[config.mk]
export PLATFORM = sky130hd
export DESIGN_NAME = seg_scan_ctrl
export DESIGN_NICKNAME = d
export VERILOG_FILES = /design/src/rtl/seg_scan_ctrl.sv
export SDC_FILE = /design/constraint.sdc
export NUM_CORES = 1
export LEC_CHECK = 0
export CAP_MARGIN = 15
export CORE_ASPECT_RATIO = 0.9
export CORE_MARGIN = 1.5
export CORE_UTILIZATION = 40
export CTS_CLUSTER_SIZE = 28
export DETAILED_ROUTE_END_ITERATION = 12
export PLACE_DENSITY_LB_ADDON = 0.2
export SLEW_MARGIN = 10
export SYNTH_ARGS = -nofsm -noshare
export SYNTH_HDL_FRONTEND = slang
export SYNTH_SLANG_ARGS = --single-unit
[constraint.sdc]
create_clock -name clk_500 -period 8.76 [get_ports clk_500]
set_input_delay 1.752 -clock clk_500 [delete_from_list [all_inputs] [get_ports clk_500]]
set_output_delay 1.752 -clock clk_500 [all_outputs]
set_load 0.05 [all_outputs]
[src/rtl/seg_scan_ctrl.sv]
// rtl/seg_scan_ctrl.sv - scan controller for a 4-digit multiplexed seven-segment display
//
// Purpose:
//   Walks an active-low anode ring across four digits and decodes the matching
//   nibble of the display value to segments and decimal point. New values are
//   offered through a one-entry pending buffer and only reach the display at a
//   frame boundary (or right away while idle), so a scan never shows a torn value.
//
// Ports:
//   clk_500     in   1   scan clock, all state on posedge
//   reset       in   1   asynchronous, active-low
//   en          in   1   1 = scan, 0 = display off
//   blank_lz    in   1   1 = blank leading zero digits (digit0 never blanked)
//   upd_valid   in   1   new value offered
//   upd_data    in  16   new value, digit0 = [3:0] .. digit3 = [15:12]
//   upd_dp      in   4   decimal point per digit, 1 = lit
//   upd_ready   out  1   pending buffer empty
//   an          out  4   anode select, active-low, at most one low
//   seg         out  7   {g,f,e,d,c,b,a}
//   dp          out  1   decimal point
//   frame_done  out  1   one-cycle pulse on the digit3 -> digit0 wrap

module seg_scan_ctrl #(
  parameter int unsigned DWELL          = 1,
  parameter bit          ACTIVE_LOW_SEG = 1'b1
) (
  input  logic        clk_500,
  input  logic        reset,
  input  logic        en,
  input  logic        blank_lz,
  input  logic        upd_valid,
  input  logic [15:0] upd_data,
  input  logic [3:0]  upd_dp,
  output logic        upd_ready,
  output logic [3:0]  an,
  output logic [6:0]  seg,
  output logic        dp,
  output logic        frame_done
);

  typedef enum logic [2:0] {
    ST_IDLE,
    ST_SCAN0,
    ST_SCAN1,
    ST_SCAN2,
    ST_SCAN3
  } state_t;

  localparam logic [7:0] DWELL_LAST = 8'(DWELL - 1);
  localparam logic [6:0] SEG_OFF    = ACTIVE_LOW_SEG ? 7'h7F : 7'h00;
  localparam logic       DP_OFF     = ACTIVE_LOW_SEG;

  state_t      state_q, state_d;
  logic [7:0]  dwell_q, dwell_d;
  logic        wrap;

  logic [15:0] disp_val_q, disp_val_d;
  logic [3:0]  disp_dp_q, disp_dp_d;
  logic [15:0] pend_val_q, pend_val_d;
  logic [3:0]  pend_dp_q, pend_dp_d;
  logic        pend_full_q, pend_full_d;
  logic        promote, capture;

  logic [3:0]  an_q, an_d;
  logic [6:0]  seg_q, seg_d;
  logic        dp_q, dp_d;
  logic        frame_done_q;

  logic        active;
  logic [1:0]  sel;
  logic [3:0]  nib;
  logic [3:0]  lz;
  logic [6:0]  seg_raw;
  logic        dp_raw;

  // Active-low hex font.
  function automatic logic [6:0] decode_hex(input logic [3:0] v);
    logic [6:0] s;
    case (v)
      4'h0: s = 7'h40;
      4'h1: s = 7'h79;
      4'h2: s = 7'h24;
      4'h3: s = 7'h30;
      4'h4: s = 7'h19;
      4'h5: s = 7'h12;
      4'h6: s = 7'h02;
      4'h7: s = 7'h78;
      4'h8: s = 7'h00;
      4'h9: s = 7'h10;
      4'hA: s = 7'h08;
      4'hB: s = 7'h03;
      4'hC: s = 7'h46;
      4'hD: s = 7'h21;
      4'hE: s = 7'h06;
      default: s = 7'h0E;
    endcase
    return s;
  endfunction

  // Next-state logic: each digit is held for DWELL cycles, en low aborts at once.
  always_comb begin
    state_d = state_q;
    dwell_d = dwell_q;
    wrap    = 1'b0;
    case (state_q)
      ST_IDLE: begin
        if (en) begin
          state_d = ST_SCAN0;
          dwell_d = 8'd0;
        end
      end
      default: begin
        if (!en) begin
          state_d = ST_IDLE;
          dwell_d = 8'd0;
        end else if (dwell_q == DWELL_LAST) begin
          dwell_d = 8'd0;
          case (state_q)
            ST_SCAN0: state_d = ST_SCAN1;
            ST_SCAN1: state_d = ST_SCAN2;
            ST_SCAN2: state_d = ST_SCAN3;
            default: begin
              state_d = ST_SCAN0;
              wrap    = 1'b1;
            end
          endcase
        end else begin
          dwell_d = dwell_q + 8'd1;
        end
      end
    endcase
  end

  // Double buffer. Promotion only looks at what was pending before this edge,
  // so a value captured on a wrap edge waits for the following frame end.
  always_comb begin
    promote     = pend_full_q && (wrap || (state_q == ST_IDLE));
    capture     = upd_valid && !pend_full_q;
    disp_val_d  = promote ? pend_val_q : disp_val_q;
    disp_dp_d   = promote ? pend_dp_q : disp_dp_q;
    pend_val_d  = capture ? upd_data : pend_val_q;
    pend_dp_d   = capture ? upd_dp : pend_dp_q;
    pend_full_d = capture || (pend_full_q && !promote);
  end

  // Output decode is taken from the state and value being entered, so the
  // registered pins match the new state on the same edge.
  always_comb begin
    active = 1'b1;
    sel    = 2'd0;
    an_d   = 4'b1111;
    case (state_d)
      ST_SCAN0: begin sel = 2'd0; an_d = 4'b1110; end
      ST_SCAN1: begin sel = 2'd1; an_d = 4'b1101; end
      ST_SCAN2: begin sel = 2'd2; an_d = 4'b1011; end
      ST_SCAN3: begin sel = 2'd3; an_d = 4'b0111; end
      default:  active = 1'b0;
    endcase

    // lz[i] = nibbles i..3 all zero; digit0 is never a leading zero.
    lz = {~|disp_val_d[15:12], ~|disp_val_d[15:8], ~|disp_val_d[15:4], 1'b0};

    nib     = disp_val_d[{sel, 2'b00} +: 4];
    seg_raw = (blank_lz && lz[sel]) ? 7'h7F : decode_hex(nib);
    dp_raw  = ~disp_dp_d[sel];

    if (active) begin
      seg_d = ACTIVE_LOW_SEG ? seg_raw : ~seg_raw;
      dp_d  = ACTIVE_LOW_SEG ? dp_raw : ~dp_raw;
    end else begin
      seg_d = SEG_OFF;
      dp_d  = DP_OFF;
    end
  end

  always_ff @(posedge clk_500 or negedge reset) begin
    if (!reset) begin
      state_q      <= ST_IDLE;
      dwell_q      <= 8'd0;
      disp_val_q   <= 16'h0000;
      disp_dp_q    <= 4'h0;
      pend_val_q   <= 16'h0000;
      pend_dp_q    <= 4'h0;
      pend_full_q  <= 1'b0;
      an_q         <= 4'b1111;
      seg_q        <= SEG_OFF;
      dp_q         <= DP_OFF;
      frame_done_q <= 1'b0;
    end else begin
      state_q      <= state_d;
      dwell_q      <= dwell_d;
      disp_val_q   <= disp_val_d;
      disp_dp_q    <= disp_dp_d;
      pend_val_q   <= pend_val_d;
      pend_dp_q    <= pend_dp_d;
      pend_full_q  <= pend_full_d;
      an_q         <= an_d;
      seg_q        <= seg_d;
      dp_q         <= dp_d;
      frame_done_q <= wrap;
    end
  end

  assign upd_ready  = ~pend_full_q;
  assign an         = an_q;
  assign seg        = seg_q;
  assign dp         = dp_q;
  assign frame_done = frame_done_q;

endmodule

==> summary.txt <==
Setup path
  • FF-to-FF End: seg[3]
  • Arr. time, crit path: 5.44 ns
  • R2R setup slack: around 4.6 ns
  • Critical path endpoint category: flop
  • Register-to-Register Path Depth: 13
  • Cell Chain, Critical Path: clkdlybuf4s50_1, nand3_1, o32a_1, buf_4, mux2i_1, mux2_2, a221oi_1, inv_1, ha_1, nor3b_1, o21ai_0, o211ai_1
  • Reg2reg start: dwell_q[0]
  • Slowest CP cell: clkdlybuf4s50_1
  • Critical path's top delay family: buffers and inverters
  • Worst Path Max Fanout: 25
  • CP Class: primary input to flop
  • Buf/Inv on CP: 3
  • Critical Path RT: 9.02 ns
  • CP max stage delay: ~0.8 ns
  • Critical Path Start Type: primary input

Placement
  • Routability cong.: 0.857
  • Detailed Place HPWL: about 4600 microns
  • I/O Buffers: 38

Route
  • Via count: 2,246
  • Iter 0 DRT Violations: approximately 120
  • Vias per cell: between 5 and 6
  • Routed length per instance: 15.3 microns
  • Post-DRT Antenna Nets: 0
  • Routed Wire Length: 6500 microns
  • Pre-antenna DRT Iters: 5
  • Residual DRC: 0

Clock tree
  • Post-CTS Setup Inserts: 0
  • Clock-pin slew on the worst setup and hold paths: 0.07 ns
  • Clock sink count: 65
  • Number of buffers created by CTS: 9
  • CTS tree: done
  • Cts-stage hold buffer count: 0
  • Max Root-Sink Buffers: 2
  • Max H-tree Level: 3
  • Post-CTS sizing: 0
  • Worst skew pair latency: 0.34 ns
  • Clock Tree Root: clkbuf_8

Timing
  • Highest clock rate: just under 200 MHz
  • Part of the cycle the worst path needs: about three fifths
  • Fin crit period: 5.18 ns
  • Unrepaired setup endpoints after global routing: no
  • Post-Route Skew: 0.00821 ns
  • Worst-Margin Slew: between 0.8 and 0.9 ns
  • Rel. slew slack: between 40 and 50%
  • Setup TNS: 0 ns
  • Final setup fails: 0
  • Slew Limit Fails: 0
  • Fin. Hold Viols: 0

Floorplanning
  • Ports: 39
  • Overall die width: 97.9 microns
  • Die area: 8650 sq um
  • Num rows: 30
  • Core Area: ~7700 sq um
  • Initial Utilization: a little over two fifths
  • DIE HEIGHT: 88.4 microns

Global routing
  • Pin count of the biggest net entering global routing: 66
  • GRT Residual Overflow: 0
  • Initial antenna violation count: 0
  • First-pass GRT wire length: about 11,000 microns
  • Vias in the first global route: 2,125
  • Gr usage total: 16.3%

Yosys
  • EDFF count, synth: 0
  • Cell Area, Synth: ~3200 sq um
  • Top FF cell, synth: dfrtp_1
  • Synth async-reset ratio: 100%
  • Seq cells post-synth: 65
  • Share of the synthesized area in the top cell type: 40.9%
  • Top cells by area, synth: dfrtp_1 (41%), mux2_2 (11%), dfstp_2 (9.7%), mux2i_1 (4.3%), ha_1 (3.1%)
  • Synth Net Count: between 300 and 400
  • Number of library cell types mapped by synthesis: 59
  • Seq/Total Area, Yosys: a little over 50%
  • Synthesized instance count: 281
  • Yosys warns: 0
  • Mapped Avg Cell Area: 11.5 sq um
  • Yosys top cell by area: dfrtp_1

Run
  • Max Cap Viol: 0

Power and ir drop
  • Leak: 1.68 nW
  • Worst IR Drop VDD: 154 uV
  • Pwr Density: approximately 320 nW/um^2

Finish
  • Area grow syn2layout: 20.5%
  • Commonest non-fill, non-tap cells in the layout: dfrtp_1 (53), clkdlybuf4s50_1 (37), mux2_2 (31), inv_1 (18), o21ai_0 (16)
  • Antenna diodes: 0
  • Nets@finish: 356
  • Layout cells sized above 1: 23.2%
  • Final core occ: ~50%
  • Most common cell after layout, fill and taps aside: dfrtp_1

Run status
  • Status: finished, final reports clean

Hold path
  • Hold Crit Depth: 2
  • Hold worst-path end: disp_val_q[1]
  • Hold Path Class: flop to flop
  • Hold path startpoint: disp_val_q[1]
state kept, by name (all words and copies together), names as in the netlist:
name         count
disp_dp_q        4
dp               1
disp_val_q      16
pend_dp_q        4
frame_done       1
dwell_q          8
seg              7
state_q          3
an               4
pend_val_q      16
pend_full_q      1
power by group:
part / switching (mW) / internal [mW]
registers: 0.0536 / 0.428
logic: 0.291 / 0.232
clock network: 0.116 / 0.126
total: 0.461 / 0.786
through the flow:
| stage | instances | instance area (sq um) | hold WS (ns) | setup WS [ns] | total power [mW] |
|---|---|---|---|---|---|
| floorplan | 281 | 3240 | 0.447 | 4.21 | 0.876 |
| global placement | 408 | 3710 | 0.465 | 3.40 | 1.00 |
| detailed placement | 408 | 3710 | 0.471 | 3.28 | 1.01 |
| CTS | 424 | 3900 | 0.489 | 3.63 | 1.26 |
| global route | 424 | 3900 | 0.513 | 3.22 | 1.34 |
| finish | 424 | 3900 | 0.481 | 3.58 | 1.25 |
worst reg2reg max path: cells and delay by family (launching register included):
family	cells	cell delay (ns)
AOI/OAI and AO/OA	4	1.27
muxes	2	0.47
and+or+nand+nor	2	0.79
DFF	1	0.44
buffers and inverters	3	0.56
adders and majority gates	2	0.51
logic make-up (layout without fill, tap and decap cells):
logic type               count (synthesis)  in the layout  share of synthesized area (%)
AND/OR/NAND/NOR                         61             61                           10.2
buffers and inverters                   29             76                           3.67
flip-flops                              65             65                           50.7
multiplexers                            50             50                           17.1
AO/OA/AOI/OAI                           63             63                           13.9
adder cells (fa/ha/maj)                  8              8                           3.09
XOR/XNOR                                 5              5                           1.35
final cells by class:
| class | instances | area, sq um |
|---|---|---|
| well taps | 96 | 120 |
| clock inverters | 3 | 23.8 |
| fillers | 696 | 3790 |
| flip-flops and latches | 65 | 1640 |
| multi-input cells | 187 | 1480 |
| inverters | 19 | 71.3 |
| repair buffers | 41 | 398 |
| clock buffers | 13 | 169 |
worst max path at each step:
stage	startpoint	endpoint	slack [ns]	depth (start not counted)
2_1_floorplan	en	seg[1]	4.21	13
3_3_place_gp	en	seg[1]	3.40	12
3_5_place_dp	en	seg[1]	3.28	10
4_1_cts	en	seg[1]	3.63	12
5_1_grt	en	seg[1]	3.22	12
6_report	en	seg[3]	3.58	12
metal layers:
metal / up-vias / global-route usage, % / routed length (microns)
met5: - / 0 / 0
met4: 0 / 7.40 / 100
met3: 8 / 4.42 / 309
met2: 60 / 23.4 / 2850
met1: 1075 / 23.2 / 3240
li1: 1103 / - / -
synth_stat cells, types with 2 or more instances:
library cell  number
nor4b_1            2
nand2_1           15
a21oi_1            5
mux2i_1           14
nand3_1           10
mux2_2            31
dfstp_2           12
o211ai_1           3
o21ai_0           16
o21a_1             4
nor2_1            14
a21oi_2            2
and3_1             2
o21ai_1            4
o221ai_1           4
mux2_1             2
a211oi_1           5
ha_1               8
xnor2_1            2
o31ai_1            2
mux2_4             2
dfrtp_1           53
xor2_1             3
nor3b_1            2
nor2b_1            3
nand4_1            3
or3_1              2
inv_1             18
o32a_1             2
buf_2              2
clkbuf_1           6
No activity file was read; power rests on OpenSTA's default activity.
==> patch 1: new RTL, same settings <==
The 5 states of `state_t` get a one-hot encoding in 5 bits.
--- a/src/rtl/seg_scan_ctrl.sv
+++ b/src/rtl/seg_scan_ctrl.sv
@@ -40,8 +40,8 @@
 
-  typedef enum logic [2:0] {
-    ST_IDLE,
-    ST_SCAN0,
-    ST_SCAN1,
-    ST_SCAN2,
-    ST_SCAN3
+  typedef enum logic [4:0] {
+    ST_IDLE  = 5'b00001,
+    ST_SCAN0 = 5'b00010,
+    ST_SCAN1 = 5'b00100,
+    ST_SCAN2 = 5'b01000,
+    ST_SCAN3 = 5'b10000
   } state_t;
Behaviour: same outputs for any inputs over 4 cycles, from zero or initial values and one cycle with reset low; so few cycles prove little.
==> patch 1 against the unedited design <==
Sequential power fell by 5.6%. Sequential cell count rose by 2. Highest routed layer unchanged. Total power fell by 4.4%. Setup slack improved by 710 ps. Routed wire length rose by 10%. Largest power group is now registers. Cell area rose by 6.4%. Synthesized area rose by 5.8%. First-iteration DRC count rose by 20%.
==> patch 1: results (changes against the unedited design) <==
{
  "yosys.cell_types.count": {"value": 69, "change": "+17%"},
  "clkPwrFrac": {"value": 27.6, "unit": "%", "change": "+8.1 points"},
  "postLayoutSetupSlackWorst": {"value": 4290, "unit": "ps", "change": "+712 ps"},
  "netlist_instances": {"value": 290, "change": "+3.2%"},
  "worst_path_dominant_cell_family": {"value": "multiplexers"},
  "fraction_of_the_yosys_area_taken_by_sequential_cells": {"value": 49.4, "unit": "%", "change": "-1.3 points"},
  "total_leakage_power": {"value": 1.74, "unit": "nW", "change": "+3.5%"},
  "status": {"value": "complete, no violations"},
  "skew": {"value": 8.04, "unit": "ps", "change": "-0.176 ps"},
  "critical-path-max-stage-delay": {"value": 660, "unit": "ps", "change": "-120 ps"},
  "largest_net_degree_at_the_start_of_global_routing": {"value": 68, "change": "+3.0%"},
  "post_dp_cell_area": {"value": 3890, "unit": "sq um", "change": "+4.9%"},
  "worstPathMaxFanout": {"value": 29, "change": "+16%"},
  "dp_hpwl": {"value": 5070, "unit": "um", "change": "+11%"},
  "combPwrFrac": {"value": 34.3, "unit": "%", "change": "-7.6 points"},
  "powerComb": {"value": 0.000409, "unit": "W", "change": "-22%"},
  "max-vdd-ir-drop": {"value": 0.124, "unit": "mV", "change": "-19%"},
  "clk_transition_reported_paths": {"value": 70, "unit": "ps", "change": "about the same"},
  "sw_frac_of_total": {"value": 32.8, "unit": "%", "change": "-4.1 points"},
  "htree_num_levels": {"value": 3, "change": "unchanged"},
  "netlist_top_cells_area": {"value": "dfrtp_1 (39%), mux2_2 (11%), dfstp_2 (10%), mux2i_1 (4.1%), ha_1 (2.9%)"},
  "hold_path.startpoint": {"value": "disp_val_q[2]"},
  "holdWs": {"value": 489, "unit": "ps", "change": "+7.38 ps"},
  "tightestPinTransition": {"value": 1130, "unit": "ps", "change": "+296 ps"},
  "reg2reg_slack": {"value": 4900, "unit": "ps", "change": "+270 ps"},
  "layout-drive-gt1-share": {"value": 27.0, "unit": "%", "change": "+3.9 points"},
  "critPathArrivalTime": {"value": 4730, "unit": "ps", "change": "-710 ps"},
  "regToRegEndpoint": {"value": "seg[0]"},
  "post-place-cells": {"value": 432, "change": "+5.9%"},
  "drt_pass1_iterations": {"value": 4, "change": "-1"},
  "vias": {"value": 2369, "change": "+5.5%"},
  "final_net_count": {"value": 361, "change": "+1.4%"},
  "detailedPlace.worstSlack": {"value": 3950, "unit": "ps", "change": "+674 ps"},
  "leading_cell_types_by_count_after_synthesis": {"value": "dfrtp_1 (54), mux2_2 (33), inv_1 (16)"},
  "gr-usage-all-layers": {"value": 17.5, "unit": "%", "change": "+1.2 points"},
  "finalWeightedCongestion": {"value": 0.902, "change": "+5.3%"},
  "yosys_warnings": {"value": 0, "change": "unchanged"},
  "first_pass_grt_wire_length": {"value": 12400, "unit": "um", "change": "+14%"},
  "routed_wirelength": {"value": 7160, "unit": "um", "change": "+10%"},
  "postSynthNetCount": {"value": 323, "change": "+2.9%"},
  "final.fill_count": {"value": 718, "change": "+3.2%"}
}
==> patch 1: cell types whose count changed after synthesis, moves of 3 or more <==
| cell | change |
|---|---|
| nor3_1 | +6 |
| o2111ai_1 | +3 |
| o21a_1 | -4 |
| nor4_1 | +4 |
| nor2_1 | -5 |
| a211oi_1 | -4 |
| o221ai_1 | -3 |
==> patch 1: layer usage <==
metal  global-route usage (%)  vias up  routed length [um]
met5                        0        -                   0
li1                         -     1136                   -
met4                     6.34        0                 117
met1                     26.5     1148                3760
met3                     4.33       10                 336
met2                     24.0       75                2940
==> patch 1: how the worst min path moves through the flow <==
stage / end / slack (ps) / cells past startpoint
2_1_floorplan: disp_val_q[2] / 450 / 2
3_3_place_gp: disp_val_q[2] / 470 / 2
3_5_place_dp: disp_val_q[2] / 470 / 2
4_1_cts: disp_val_q[2] / 490 / 2
5_1_grt: disp_val_q[0] / 520 / 1
6_report: disp_val_q[2] / 490 / 2
==> patch 1: layout make-up <==
type,count,area [sq um],share of cell area [%]
sequential,67,1690,40.8
multi-input combinational,192,1600,38.5
timing repair buffer,40,390,9.40
clock buffer,12,165,3.98
tap,115,144,3.46
clock inverter,4,95.1,2.29
inverter,18,67.6,1.63
==> patch 1: worst reg2reg max path: stages, from the launching register on <==
cell and delay (ps):
dfrtp_1 430, inv_1 100, ha_1 160, nor3b_1 550
nand2_2 280, o32ai_4 310, buf_4 370, mux2_2 400
mux2i_1 200, mux2_4 230, ha_1 200, o21ai_1 130
mux2_1 310, o2111ai_1 110
==> patch 1: cell families after synthesis <==
family	count (synthesis)	share of synthesized area, %
adder cells (fa/ha/maj)	8	2.92
AO/OA/AOI/OAI	54	12.5
buffers and inverters	31	4.35
multiplexers	54	17.9
flip-flops	67	49.4
XOR/XNOR	3	0.767
AND/OR/NAND/NOR	73	12.2
==> patch 2: new RTL, config.mk and constraints unchanged <==
Made on the original files. The parameter `ACTIVE_LOW_SEG` goes from 1'b1 to 1'b0.
--- a/src/rtl/seg_scan_ctrl.sv
+++ b/src/rtl/seg_scan_ctrl.sv
@@ -24,3 +24,3 @@
   parameter int unsigned DWELL          = 1,
-  parameter bit          ACTIVE_LOW_SEG = 1'b1
+  parameter bit          ACTIVE_LOW_SEG = 1'b0
 ) (
Behaviour: not the same (Yosys sat finds a counterexample within 4 cycles, from zero or initial values and one cycle with reset low).
==> patch 2 against the unedited design <==
Setup slack gained 290 ps. Sequential cell count is the same. Routed wire length fell by 1.4%. Synthesized area grew 0.23%. Total power up 0.78%. Sequential power shrank 2%. Clock power increased by 5%. Count of clock-buffer cells in the layout is 1 lower. Cell area unchanged.
==> patch 2: results (changes against the unedited design) <==
{
  "gr_util_met1": {"value": 21.8, "unit": "%", "change": "-1.4 points"},
  "postSynthNetCount": {"value": 309, "change": "-1.6%"},
  "first_pass_grt_wire_length": {"value": 10900, "unit": "um", "change": "+0.19%"},
  "final.fill_count": {"value": 689, "change": "-1.0%"},
  "power-per-cell-area": {"value": 322, "unit": "nW/um^2", "change": "+0.78%"},
  "clock_buffers": {"value": 12, "change": "-1"},
  "fraction_of_the_yosys_area_taken_by_sequential_cells": {"value": 50.3, "unit": "%", "change": "-0.43 points"},
  "netlist_top_cells_area": {"value": "dfrtp_1 (47%), mux2_2 (13%), dfstp_2 (3.2%), ha_1 (3.1%), o21ai_0 (2.5%)"},
  "vias": {"value": 2252, "change": "+0.27%"},
  "clock_area_share": {"value": 5.00, "unit": "%", "change": "+0.064 points"},
  "drt_pass1_iterations": {"value": 4, "change": "-1"},
  "dp_hpwl": {"value": 4520, "unit": "um", "change": "-1.0%"},
  "leading_cell_types_by_count_after_synthesis": {"value": "dfrtp_1 (61), mux2_2 (38), o21ai_0 (16), nand2_1 (15)"},
  "total_leakage_power": {"value": 1.66, "unit": "nW", "change": "-1.4%"},
  "netlist_instances": {"value": 276, "change": "-1.8%"},
  "number_of_sequential_storage_elements": {"value": 65, "change": "unchanged"},
  "globalRouteMet2Util": {"value": 24.6, "unit": "%", "change": "+1.2 points"},
  "yosys.cell_types.count": {"value": 56, "change": "-5.1%"},
  "layout.non_clock_inverters": {"value": 12, "change": "-7"},
  "fraction_of_area_in_multi_input_gates": {"value": 38.8, "unit": "%", "change": "+0.87 points"},
  "slew-limit-headroom": {"value": 46.2, "unit": "%", "change": "+1.6 points"},
  "multi_input_gates": {"value": 190, "change": "+1.6%"},
  "routed_wirelength": {"value": 6410, "unit": "um", "change": "-1.4%"},
  "gr-usage-all-layers": {"value": 15.9, "unit": "%", "change": "-0.42 points"},
  "layout-drive-gt1-share": {"value": 23.2, "unit": "%", "change": "+0.049 points"},
  "critical-path-max-stage-delay": {"value": 720, "unit": "ps", "change": "-60 ps"},
  "wirelength_met1": {"value": 3170, "unit": "um", "change": "-2.1%"},
  "dr_wl_met2": {"value": 2870, "unit": "um", "change": "+0.53%"},
  "post_dp_cell_area": {"value": 3710, "unit": "sq um", "change": "about the same"},
  "via_count_of_the_first_global_routing_pass": {"value": 2202, "change": "+3.6%"},
  "post-place-cells": {"value": 404, "change": "-0.98%"},
  "max-vdd-ir-drop": {"value": 0.125, "unit": "mV", "change": "-19%"},
  "finalWeightedCongestion": {"value": 0.812, "change": "-5.3%"},
  "detailedPlace.worstSlack": {"value": 3570, "unit": "ps", "change": "+292 ps"},
  "status": {"value": "complete, no violations"},
  "final_net_count": {"value": 352, "change": "-1.1%"}
}
[patch 2: cell families after synthesis]
| logic type | share of synthesized area (%) |
|---|---|
| and+or+nand+nor | 10.8 |
| DFF | 50.3 |
| AOI/OAI and AO/OA | 13.8 |
| muxes | 17.6 |
| buffers and inverters | 3.16 |
| adders and majority gates | 3.08 |
| xor gates and xnor gates | 1.35 |
[patch 2: path summary, 6_finish.rpt]
kind | from | to | slack (ps) | depth (start not counted)
worst max-delay path | en | seg[3] | 3870 | 12
worst min-delay path | disp_val_q[1] | disp_val_q[1] | 500 | 1
worst max register to register | dwell_q[0] | seg[3] | 4920 | 13
worst min register to register | disp_val_q[1] | disp_val_q[1] | 500 | 1
max in group asynchronous | reset | seg[3] | 6640 | 2
min in group asynchronous | reset | pend_dp_q[3] | 1590 | 2
[patch 2: report_power, final]
group	total, W	internal, W	switching (W)
sequential	0.000470	0.000416	0.0000545
combinational	0.000533	0.000245	0.000288
clock	0.000254	0.000145	0.000110
